File: config.mk
export PLATFORM = sky130hd
export DESIGN_NAME = serial_subtractor
export DESIGN_NICKNAME = d
export VERILOG_FILES = /design/src/rtl/serial_subtractor.sv
export SDC_FILE = /design/constraint.sdc
export NUM_CORES = 1
export LEC_CHECK = 0
export CORE_ASPECT_RATIO = 1.25
export CORE_UTILIZATION = 59
export CTS_BUF_LIST = sky130_fd_sc_hd__clkbuf_2 sky130_fd_sc_hd__clkbuf_4 sky130_fd_sc_hd__clkbuf_8
export DETAILED_ROUTE_END_ITERATION = 10
export PLACE_DENSITY = 0.94
export SYNTH_ARGS = -nofsm -noshare
export SYNTH_HDL_FRONTEND = slang
export SYNTH_SLANG_ARGS = --single-unit
File: constraint.sdc
create_clock -name clk -period 7.8 [get_ports clk]
set_input_delay 1.56 -clock clk [delete_from_list [all_inputs] [get_ports clk]]
set_output_delay 1.56 -clock clk [all_outputs]
set_load 0.02 [all_outputs]
File: src/rtl/serial_subtractor.sv
// serial_subtractor: multi-cycle two's-complement subtractor, z = a - b - bin.
// One CHUNK-bit slice is subtracted per RUN cycle, LSB chunk first, with the
// borrow rippling between cycles through a register. Operands are latched when
// start is accepted, so the caller may change them immediately afterwards.
// WIDTH must be an integer multiple of CHUNK.
module serial_subtractor #(
   parameter int WIDTH = 32,
   parameter int CHUNK = 8
) (
   input  logic             clk,
   input  logic             reset,
   input  logic             start,
   input  logic [WIDTH-1:0] a,
   input  logic [WIDTH-1:0] b,
   input  logic             bin,
   output logic             busy,
   output logic             done,
   output logic [WIDTH-1:0] z,
   output logic             bout,
   output logic             ovf
);

   localparam int N   = WIDTH / CHUNK;
   localparam int CW  = (N > 1) ? $clog2(N) : 1;
   localparam int MSB = WIDTH - 1;
   localparam logic [CW-1:0] LAST = CW'(N - 1);

   typedef enum logic [1:0] {
      S_IDLE,
      S_RUN,
      S_DONE
   } state_t;

   state_t           state_q;
   logic [CW-1:0]    cnt_q;
   logic             borrow_q;
   logic [WIDTH-1:0] a_q;
   logic [WIDTH-1:0] b_q;
   logic [WIDTH-1:0] res_q;
   logic             busy_q;
   logic             done_q;
   logic [WIDTH-1:0] z_q;
   logic             bout_q;
   logic             ovf_q;

   // Chunk datapath: next slice difference and the result with that slice merged in.
   logic [31:0]      base_d;
   logic [CHUNK-1:0] a_chunk_d;
   logic [CHUNK-1:0] b_chunk_d;
   logic [CHUNK:0]   diff_d;
   logic [WIDTH-1:0] res_d;

   // Subtract the current chunk; the extra top bit of the difference is the borrow out.
   always_comb begin
      // NOTE: every combinational output gets a default first so no path leaves it unassigned (no latch).
      base_d    = 32'(cnt_q) * 32'(CHUNK);
      a_chunk_d = a_q[base_d +: CHUNK];
      b_chunk_d = b_q[base_d +: CHUNK];
      diff_d    = {1'b0, a_chunk_d} - {1'b0, b_chunk_d} - {{CHUNK{1'b0}}, borrow_q};
      res_d     = res_q;
      res_d[base_d +: CHUNK] = diff_d[CHUNK-1:0];
   end

   // Control FSM with registered busy/done and result registers updated only on entry to DONE.
   always_ff @(posedge clk) begin
      if (reset) begin
         // NOTE: sequential state uses non-blocking assignments so every register samples pre-edge values.
         state_q  <= S_IDLE;
         cnt_q    <= '0;
         borrow_q <= 1'b0;
         a_q      <= '0;
         b_q      <= '0;
         res_q    <= '0;
         busy_q   <= 1'b0;
         done_q   <= 1'b0;
         z_q      <= '0;
         bout_q   <= 1'b0;
         ovf_q    <= 1'b0;
      end else begin
         done_q <= 1'b0;
         unique case (state_q)
            // DONE accepts start exactly like IDLE, giving back-to-back operation.
            S_IDLE, S_DONE: begin
               if (start) begin
                  a_q      <= a;
                  b_q      <= b;
                  borrow_q <= bin;
                  cnt_q    <= '0;
                  res_q    <= '0;
                  busy_q   <= 1'b1;
                  state_q  <= S_RUN;
               end else begin
                  busy_q  <= 1'b0;
                  state_q <= S_IDLE;
               end
            end
            S_RUN: begin
               res_q    <= res_d;
               borrow_q <= diff_d[CHUNK];
               cnt_q    <= cnt_q + CW'(1);
               if (cnt_q == LAST) begin
                  busy_q  <= 1'b0;
                  done_q  <= 1'b1;
                  z_q     <= res_d;
                  bout_q  <= diff_d[CHUNK];
                  ovf_q   <= (a_q[MSB] ^ b_q[MSB]) & (res_d[MSB] ^ a_q[MSB]);
                  state_q <= S_DONE;
               end
            end
            default: begin
               busy_q  <= 1'b0;
               state_q <= S_IDLE;
            end
         endcase
      end
   end

   assign busy = busy_q;
   assign done = done_q;
   assign z    = z_q;
   assign bout = bout_q;
   assign ovf  = ovf_q;

endmodule

Word level (Yosys, flattened, before mapping)
Cells that the tools add are included.
{ "totals": {"in_bits": 68, "reg_bits": 137, "elab_cells": 49, "output_inout_bits": 36} }
{ "classes": {"n_bitwise": 4, "addsub": 4, "reduce_logical": 7, "mux": 14, "shift": 4, "n_eq_ne": 5} }
{ "ops": {"columns": ["op", "n"], "rows": [
  ["$pmux W32 S2", 1],
  ["$shiftx A32 B6 Y8", 2],
  ["$neg A5 Y34", 1],
  ["$shift A8 B34 Y32 const A", 1],
  ["$shiftx A8 B34 Y32", 1],
  ["$bwmux W32", 1],
  ["$mux W32", 1],
  ["$sub A8 B8 Y9", 1],
  ["$sub A9 B1 Y9", 1],
  ["$pmux W2 S2", 2],
  ["$reduce_and A2 Y1", 3],
  ["$mux W1", 5],
  ["$eq A2 B2 Y1 const B", 2],
  ["$mux W2", 2],
  ["$ne A2 B2 Y1 const B", 2],
  ["$pmux W1 S2", 2],
  ["$reduce_or A2 Y1", 2],
  ["$add A2 B1 Y2 const B", 1],
  ["$eq A2 B1 Y1 const B", 1],
  ["$logic_not A2 Y1", 1],
  ["$reduce_bool A2 Y1", 1],
  ["$xor A1 B1 Y1", 2],
  ["$and A1 B1 Y1", 1],
  ["$not A1 Y1", 1]
]} }

Depth between registers and ports, before layout
Gate-level depths: netlist of run 1.
{ "logic_depth": {"depth_word": 7, "depth_mapped": 12, "ltp_nobuf": 11} }

Least setup slack after synthesis of run 1
No wires, ideal clock.
{ "synth_timing": {"path_type": "flip-flop to flip-flop", "startpoint": "register cnt_q[0]", "endpoint": "register borrow_q", "setup_time_ns": 0.091, "arrival_ns": 3.366, "setup_slack_ns": 4.343, "path_stages_with_launch": 13, "period_less_slack_ns": 3.457, "cell_sequence": "dfxtp_1 > buf_2 > buf_2 > mux4_2 > ha_1 > inv_1 > ha_1 > a21bo_2 > a21oi_1 > o21a_1 > o31a_1 > or3_1 > a311oi_1"} }
{ "synth_between": {"elab_chain_len": 4} }
{ "synth_lines": {"columns": ["element", "line", "rtl"], "rows": [
  ["start, declared", "35", "logic [CW-1:0] cnt_q;"],
  ["start signal, assigned", "100", "cnt_q <= cnt_q + CW'(1);"],
  ["$shiftx A32 B6 Y8 (on tied branches)", "57, 58", null],
  ["$sub A8 B8 Y9 (*)", "59", "diff_d = {1'b0, a_chunk_d} - {1'b0, b_chunk_d} - {{CHUNK{1'b0}}, borrow_q};"],
  ["$sub A9 B1 Y9 (*)", "59", null],
  ["$pmux W1 S2 (*)", "81", "unique case (state_q)"],
  ["end signal, assigned", "87", "borrow_q <= bin;"],
  ["end signal, assigned", "99", "borrow_q <= diff_d[CHUNK];"],
  ["end, declared", "36", "logic borrow_q;"]
]} }
Every way passes the cells marked *; elsewhere a longest branch is shown, timed or not.
A chain may end at the register's enable or synchronous reset.

Worst setup path after layout of run 1
{ "layout_timing": {"startpoint": "register cnt_q[1]", "endpoint": "register z_q[30] (netlist: z[30])"} }
{ "layout_between": {"elab_chain_len": 5} }
{ "layout_lines": {"columns": ["element", "line", "rtl"], "rows": [
  ["$shiftx A32 B6 Y8 (on tied branches)", "57, 58", null],
  ["$sub A8 B8 Y9", "59", null],
  ["$sub A9 B1 Y9", "59", null],
  ["$shiftx A8 B34 Y32", "61", "res_d[base_d +: CHUNK] = diff_d[CHUNK-1:0];"],
  ["$bwmux W32", "61", null],
  ["end signal, assigned", "104", "z_q <= res_d;"],
  ["end, declared", "42", "logic [WIDTH-1:0] z_q;"]
]} }
Parallel ways exist; a longest one is shown, timed or not.

==> metrics.md, run 1 <==
| Metric | Value |
|---|---|
| Design Area, Final | 0.00743 mm^2 |
| Final core utilization | 76.6% |
| Power Density | 228 mW/mm^2 |
| RSZ-0062 raised after global routing | false |
| CTS tree | built |
| Max clock buf depth | 2 |
| Nets | 863 |
| Initial Utilization | 61.0% |
| H-Tree Depth | 4 |
| Number of synthesized flops with an enable pin | 0 |
| Postcts setup bufs | 0 |
| Reg2Reg Setup Slack | 4.10 ns |
| Worst slew margin | 8.68% |
| Max frequency | 270 MHz |
| Setup crit end | z[30] |
| Core Rows | 40 |
| Port Buf Inserts | 103 |
| Residual DRC | 0 |
| Initial antenna violation count | 0 |
| Setup TNS Final | 0 ns |
| Via-to-Cell Ratio | 6.07 |
| Global Route Usage Sum | 29.7% |
| HPWL after DPL | 9830 um |
| Num CTS Buffers | 17 |
| Hold slack | 0.456 ns |
| CP Data Arrival Time | 4.05 ns |
| Ratio of cells with drive above 1 in the final layout | 7.62% |
| Worst VDD drop | 0.189 mV |
| CTS Sinks | 136 |
| Skew-Pair Late Insertion Delay | 0.45 ns |
| Final Cycle Share | 47.4% |
| Status | complete, no violations |
| Number of gates resized after cts | 0 |
| Core area | 0.00971 mm^2 |
| Post-synth top cells | 154 x nand2_1, 136 x dfxtp_1, 88 x a21oi_1 |
| Pint | 1.23 mW |
| Final WL | 14,700 um |
| ANT nets after route | 0 |
| Critical Path Sink Type | register |
| Die height | 114 um |
| Largest net degree at the start of global routing | 94 |
| Setup violation total in the final timing report | 0 |
| Fin cells | 913 |
| Clock share of power | 39.1% |
| Sequential area share after synthesis | 45.9% |
| Yosys top cell area share | 45.9% |
| Die ar. | 0.0105 mm^2 |
| Root cell of the clock tree | clkbuf_8 |
| Mapped Nets | 785 |
| Diode count | 0 |
| Area growth from synthesis to layout | 25.4% |
| Post-synthesis cell type count | 43 |
| Combinational share of power | 17.4% |
| Hold Path Class | reg2reg |
| Synth warnings | 0 |
| Leak | 2.69 nW |
| Vias in the first global route | 5,305 |
| Top-count cell post-synth | nand2_1 |
| Grt total ovfl | 0 |
| Slew Viols, Final | 0 |
| I/O pin cnt | 104 |
| Worst setup startpoint | cnt_q[1] |
| Reg2reg path depth | 10 |
| Worst-Margin Slew | 1.36 ns |
| Post-synth ARST share | 0% |
| Tmin final | 3.70 ns |
| CP Launch Type | register |
| Pre-antenna DRT Iters | 6 |
| Sw frac | 27.4% |
| First-pass GRT wire length | 24,400 um |
| Area leader, netlist | dfxtp_1 |
| Syn Area/Cell | 8.50 um^2 |
| Hold buffer count at cts | 0 |
| Initial DRC Count | 547 |
| Placed inst area | 0.00698 mm^2 |
| Worst r2r dst | z[30] |
| Synth Flop Type | dfxtp_1 |
| Post-placement cell count | 882 |
| Top cells by area, synth | dfxtp_1 46%, nand2_1 9.8%, a21oi_1 7.4% |
| Crit path required time | 8.15 ns |
| Die X | 91.6 um |
| CP max FO | 21 |
| RR Startpoint | cnt_q[1] |
| Synth Cell Area | 0.00593 mm^2 |
| Max Cap Viol | 0 |
| Final Hold Violating Endpoints | 0 |
| Setup CP Type | reg2reg |
| Gpl congestion | 0.885 |
| P_sw | 464 uW |
| Post-synthesis register bit count | 136 |
| Clock Skews | 0.0112 ns |
| Total number of vias | 5,541 |
| Reg power frac | 43.6% |
| Clock Pin Slew Worst Setup and Hold Paths | 0.08 ns |
| Wire per inst | 16.1 um |
| Synth Instances | 697 |
layout make-up:
cell class	instances	area [um^2]
Multi-Input combinational cell	480	2910
Fill cell	629	2280
Timing Repair Buffer	109	1070
Clock inverter	12	200
Tap cell	126	158
Inverter	31	116
Clock buffer	19	255
Sequential cell	136	2720
worst min path at each step:
| stage | startpoint | endpoint | slack (ns) | depth (start not counted) |
|---|---|---|---|---|
| finish | b_q[11] | b_q[11] | 0.46 | 2 |
| global route | z[4] | z[4] | 0.48 | 2 |
| CTS | a_q[23] | a_q[23] | 0.46 | 2 |
| detailed placement | a_q[11] | a_q[11] | 0.45 | 2 |
| global placement | res_q[22] | res_q[22] | 0.44 | 2 |
| floorplan | res_q[14] | res_q[14] | 0.43 | 2 |
cells in the final DEF, fill, tap and decap left out, types with 4 or more instances in the layout:
| cell type | n |
|---|---|
| nand2_1 | 154 |
| dfxtp_1 | 136 |
| clkdlybuf4s50_1 | 102 |
| a21oi_1 | 88 |
| nor2_1 | 64 |
| inv_1 | 30 |
| a22oi_1 | 19 |
| ha_1 | 18 |
| clkbuf_8 | 18 |
| a211oi_1 | 17 |
| mux4_2 | 16 |
| nor3_1 | 15 |
| o21ai_0 | 12 |
| o2bb2ai_1 | 12 |
| buf_4 | 7 |
| a32oi_1 | 5 |
| nand2b_1 | 5 |
| a221oi_1 | 5 |
| bufinv_16 | 5 |
| a32o_1 | 4 |
| a22o_1 | 4 |
per-layer routing:
layer  global-route usage (%)  up-vias  part of all wire, %
met5                        0        -                    0
met4                     17.5        0                  4.6
met3                     6.64       70                  7.3
met2                     50.6      312                   51
met1                     34.4     2582                   37
li1                         -     2577                    -
flip-flops by register name, indices dropped and copies added, names as in the netlist:
register / count
a_q: 32
b_q: 32
borrow_q: 1
bout: 1
cnt_q: 2
done: 1
ovf: 1
res_q: 32
state_q: 2
z: 32
worst max-delay path: stages (launching register included):
cell and delay [ns]:
dfxtp_1 1.00, mux4_2 0.45, ha_1 0.30, inv_1 0.04, ha_1 0.32, a21bo_2 0.22, a21oi_1 0.08, o21a_1 0.20
o21ai_0 0.45, a32oi_1 0.22, a211oi_1 0.31
stage by stage:
step | total power [mW] | worst slack [ns]
after global routing | 1.76 | 3.91
after floorplan | 0.942 | 4.34
after CTS | 1.69 | 4.16
after detailed placement | 1.04 | 3.78
after global placement | 1.02 | 4.00
final | 1.69 | 4.10
kinds of logic (layout without fill, tap and decap cells):
logic type / Yosys count / count (layout) / share of synthesized area (%)
mux: 16 / 16 / 6.08
compound gates: 181 / 181 / 19.7
fa+ha+maj: 20 / 20 / 4.48
flops: 136 / 136 / 45.9
simple gates: 259 / 259 / 17.9
xor+xnor: 4 / 4 / 0.718
buf+inv: 81 / 171 / 5.21
power groups by stage:
stage	Combinational, mW	Clock, mW	Sequential, mW
5_1_grt	0.320	0.697	0.740
3_5_place_dp	0.284	0	0.752
2_1_floorplan	0.195	0	0.748
3_3_place_gp	0.271	0	0.750
6_report	0.294	0.661	0.737
4_1_cts	0.289	0.664	0.737
Power figures use the tool's default switching activity.
==> inputs of run 2 (changes only) <==
CORE_UTILIZATION = 49   (was 59)
PLACE_DENSITY = 0.84   (was 0.94)
clock period = 3.36 ns   (was 7.8 ns; I/O delays follow)
==> run 2 against run 1 <==
Net effect:
- count of clock-buffer cells in the layout unchanged
- wire length decreased by 0.14%
- combinational power increased by 140%
- global-route usage decreased by 5.3 points
- hold slack got worse by 0.0036 ns
- die area increased by 20%
- sequential cell count unchanged
- non-clock buffer count increased by 12
- utilization decreased by 12 points
- register-to-register slack got worse by 3.9 ns
- via count decreased by 4.5%
- sequential share of layout area decreased by 0.90 points
- critical endpoint is now bout
- highest routed layer unchanged
==> metrics.md, run 2 (same netlist as run 1, synthesis figures left out) <==
| Metric | Value |
|---|---|
| RSZ-0062 raised after global routing | false |
| Wire per inst | 15.3 um |
| Skew-Pair Late Insertion Delay | 0.45 ns |
| Met3 usage | 6.04% |
| Final WL | 14,700 um |
| Power Density | 517 mW/mm^2 |
| Hold slack | 0.453 ns |
| Slowest cell delay on critical path | 0.51 ns |
| Tmin final | 3.17 ns |
| Worst-Margin Slew | 0.962 ns |
| Pre-antenna DRT Iters | 5 |
| First-pass GRT wire length | 23,900 um |
| Worst hold start | a_q[26] |
| Initial DRC Count | 275 |
| Slew Viols, Final | 0 |
| GR peak layer | met2 |
| Setup TNS Final | 0 ns |
| Global Route Usage Sum | 24.5% |
| Met1 Resource Use GR | 28.0% |
| Most frequent cells in the layout | 154 x nand2_1, 136 x dfxtp_1, 102 x clkdlybuf4s50_1 |
| ANT nets after route | 0 |
| Status | complete, no violations |
| Residual DRC | 0 |
| Max frequency | 315 MHz |
| CTS tree | built |
| HPWL after DPL | 10,400 um |
| Root cell of the clock tree | clkbuf_8 |
| # fillers | 974 |
| Cells along the critical path | buf_12, mux4_2, ha_1, inv_1, ha_1, a21bo_2, a21oi_1, o21a_1, o31a_1, or3_1, a311oi_1 |
| Core area | 0.0117 mm^2 |
| Initial Utilization | 50.5% |
| CP Data Arrival Time | 3.53 ns |
| Gpl congestion | 0.887 |
| Final Cycle Share | 94.5% |
| Nets | 875 |
| Area growth from synthesis to layout | 28.6% |
| Diode count | 0 |
| Initial antenna violation count | 0 |
| Die ar. | 0.0125 mm^2 |
| Port Buf Inserts | 103 |
| Clock Pin Slew Worst Setup and Hold Paths | 0.07 ns |
| Met2 Use GR | 41.1% |
| CP most frequent cell | ha_1 |
| H-Tree Depth | 4 |
| Grt total ovfl | 0 |
| Max Cap Viol | 0 |
| Ratio of cells with drive above 1 in the final layout | 9.38% |
| CTS Sinks | 136 |
| Clock Skews | 0.00649 ns |
| Num CTS Buffers | 17 |
| Leak | 2.77 nW |
| CP max-delay cell | mux4_2 |
| CP Launch Type | register |
| Worst setup startpoint | cnt_q[0] |
| Hold Path Class | reg2reg |
| Setup violation total in the final timing report | 0 |
| Vias in the first global route | 5,158 |
| Via-to-Cell Ratio | 5.50 |
| Max clock buf depth | 2 |
| Crit path required time | 3.72 ns |
| Setup CP Type | reg2reg |
| Final Hold Violating Endpoints | 0 |
| Core Rows | 44 |
| Critical Path Sink Type | register |
| RR Startpoint | cnt_q[0] |
| Die X | 100 um |
| Die height | 125 um |
| Largest net degree at the start of global routing | 68 |
| Commonest non-fill, non-tap cell in the layout | nand2_1 |
| Total number of vias | 5,290 |
| Worst slew margin | 35.9% |
| I/O pin cnt | 104 |
| CP max FO | 13 |
| Worst VDD drop | 0.267 mV |
-- run 2: final cells by class --
type                    instances  area (um^2)  share of cell area [%]
multi-input cells             480         2930                    38.5
flip-flops and latches        136         2720                    35.7
repair buffers                121         1190                    15.6
clock buffers                  19          255                    3.35
clock inverters                13          201                    2.64
well taps                     161          201                    2.64
inverters                      31          116                    1.53
-- run 2: worst paths after layout --
path / slack (ns) / cells after the start / endpoint
worst max-delay path: 0.19 / 11 / bout
worst min-delay path: 0.45 / 2 / a_q[26]
worst max register to register: 0.19 / 11 / bout
worst min register to register: 0.45 / 2 / a_q[26]
-- run 2: critical path: cells and delay by family (launching register included) --
family                   cells  cell delay (ns)
buffers and inverters        2             0.21
multiplexers                 1             0.51
AND/OR/NAND/NOR              1             0.33
flip-flops                   1             0.38
adder cells (fa/ha/maj)      2             0.63
AO/OA/AOI/OAI                5             1.00
-- run 2: power breakdown --
group | internal [mW] | switching (mW)
sequential | 1.67 | 0.0358
clock | 0.905 | 0.619
combinational | 0.291 | 0.413
total | 2.87 | 1.07
-- run 2: through the flow --
stage	cells	utilization (%)	setup slack, ns	cell area, um^2	power [mW]
floorplan	697	-	0.0662	5930	2.19
global placement	925	60.6	0.289	7110	2.39
detailed placement	925	60.6	0.132	7110	2.42
CTS	957	64.5	0.133	7560	3.92
global route	961	65.0	0.00805	7620	4.09
finish	961	65.0	0.186	7620	3.94
-- run 2: metal layers --
metal / share of wire, % / wire, um
met1: 40 / 5910
met2: 50 / 7420
met3: 6.3 / 922
met4: 3.2 / 471
met5: 0 / 0
-- run 2: repair_timing --
item                                    4_1_cts  5_1_grt
endpoints found under the setup margin        0       14
hold buffers                                  0        0
setup buffers                                 0        4
gates resized for setup                       0        4
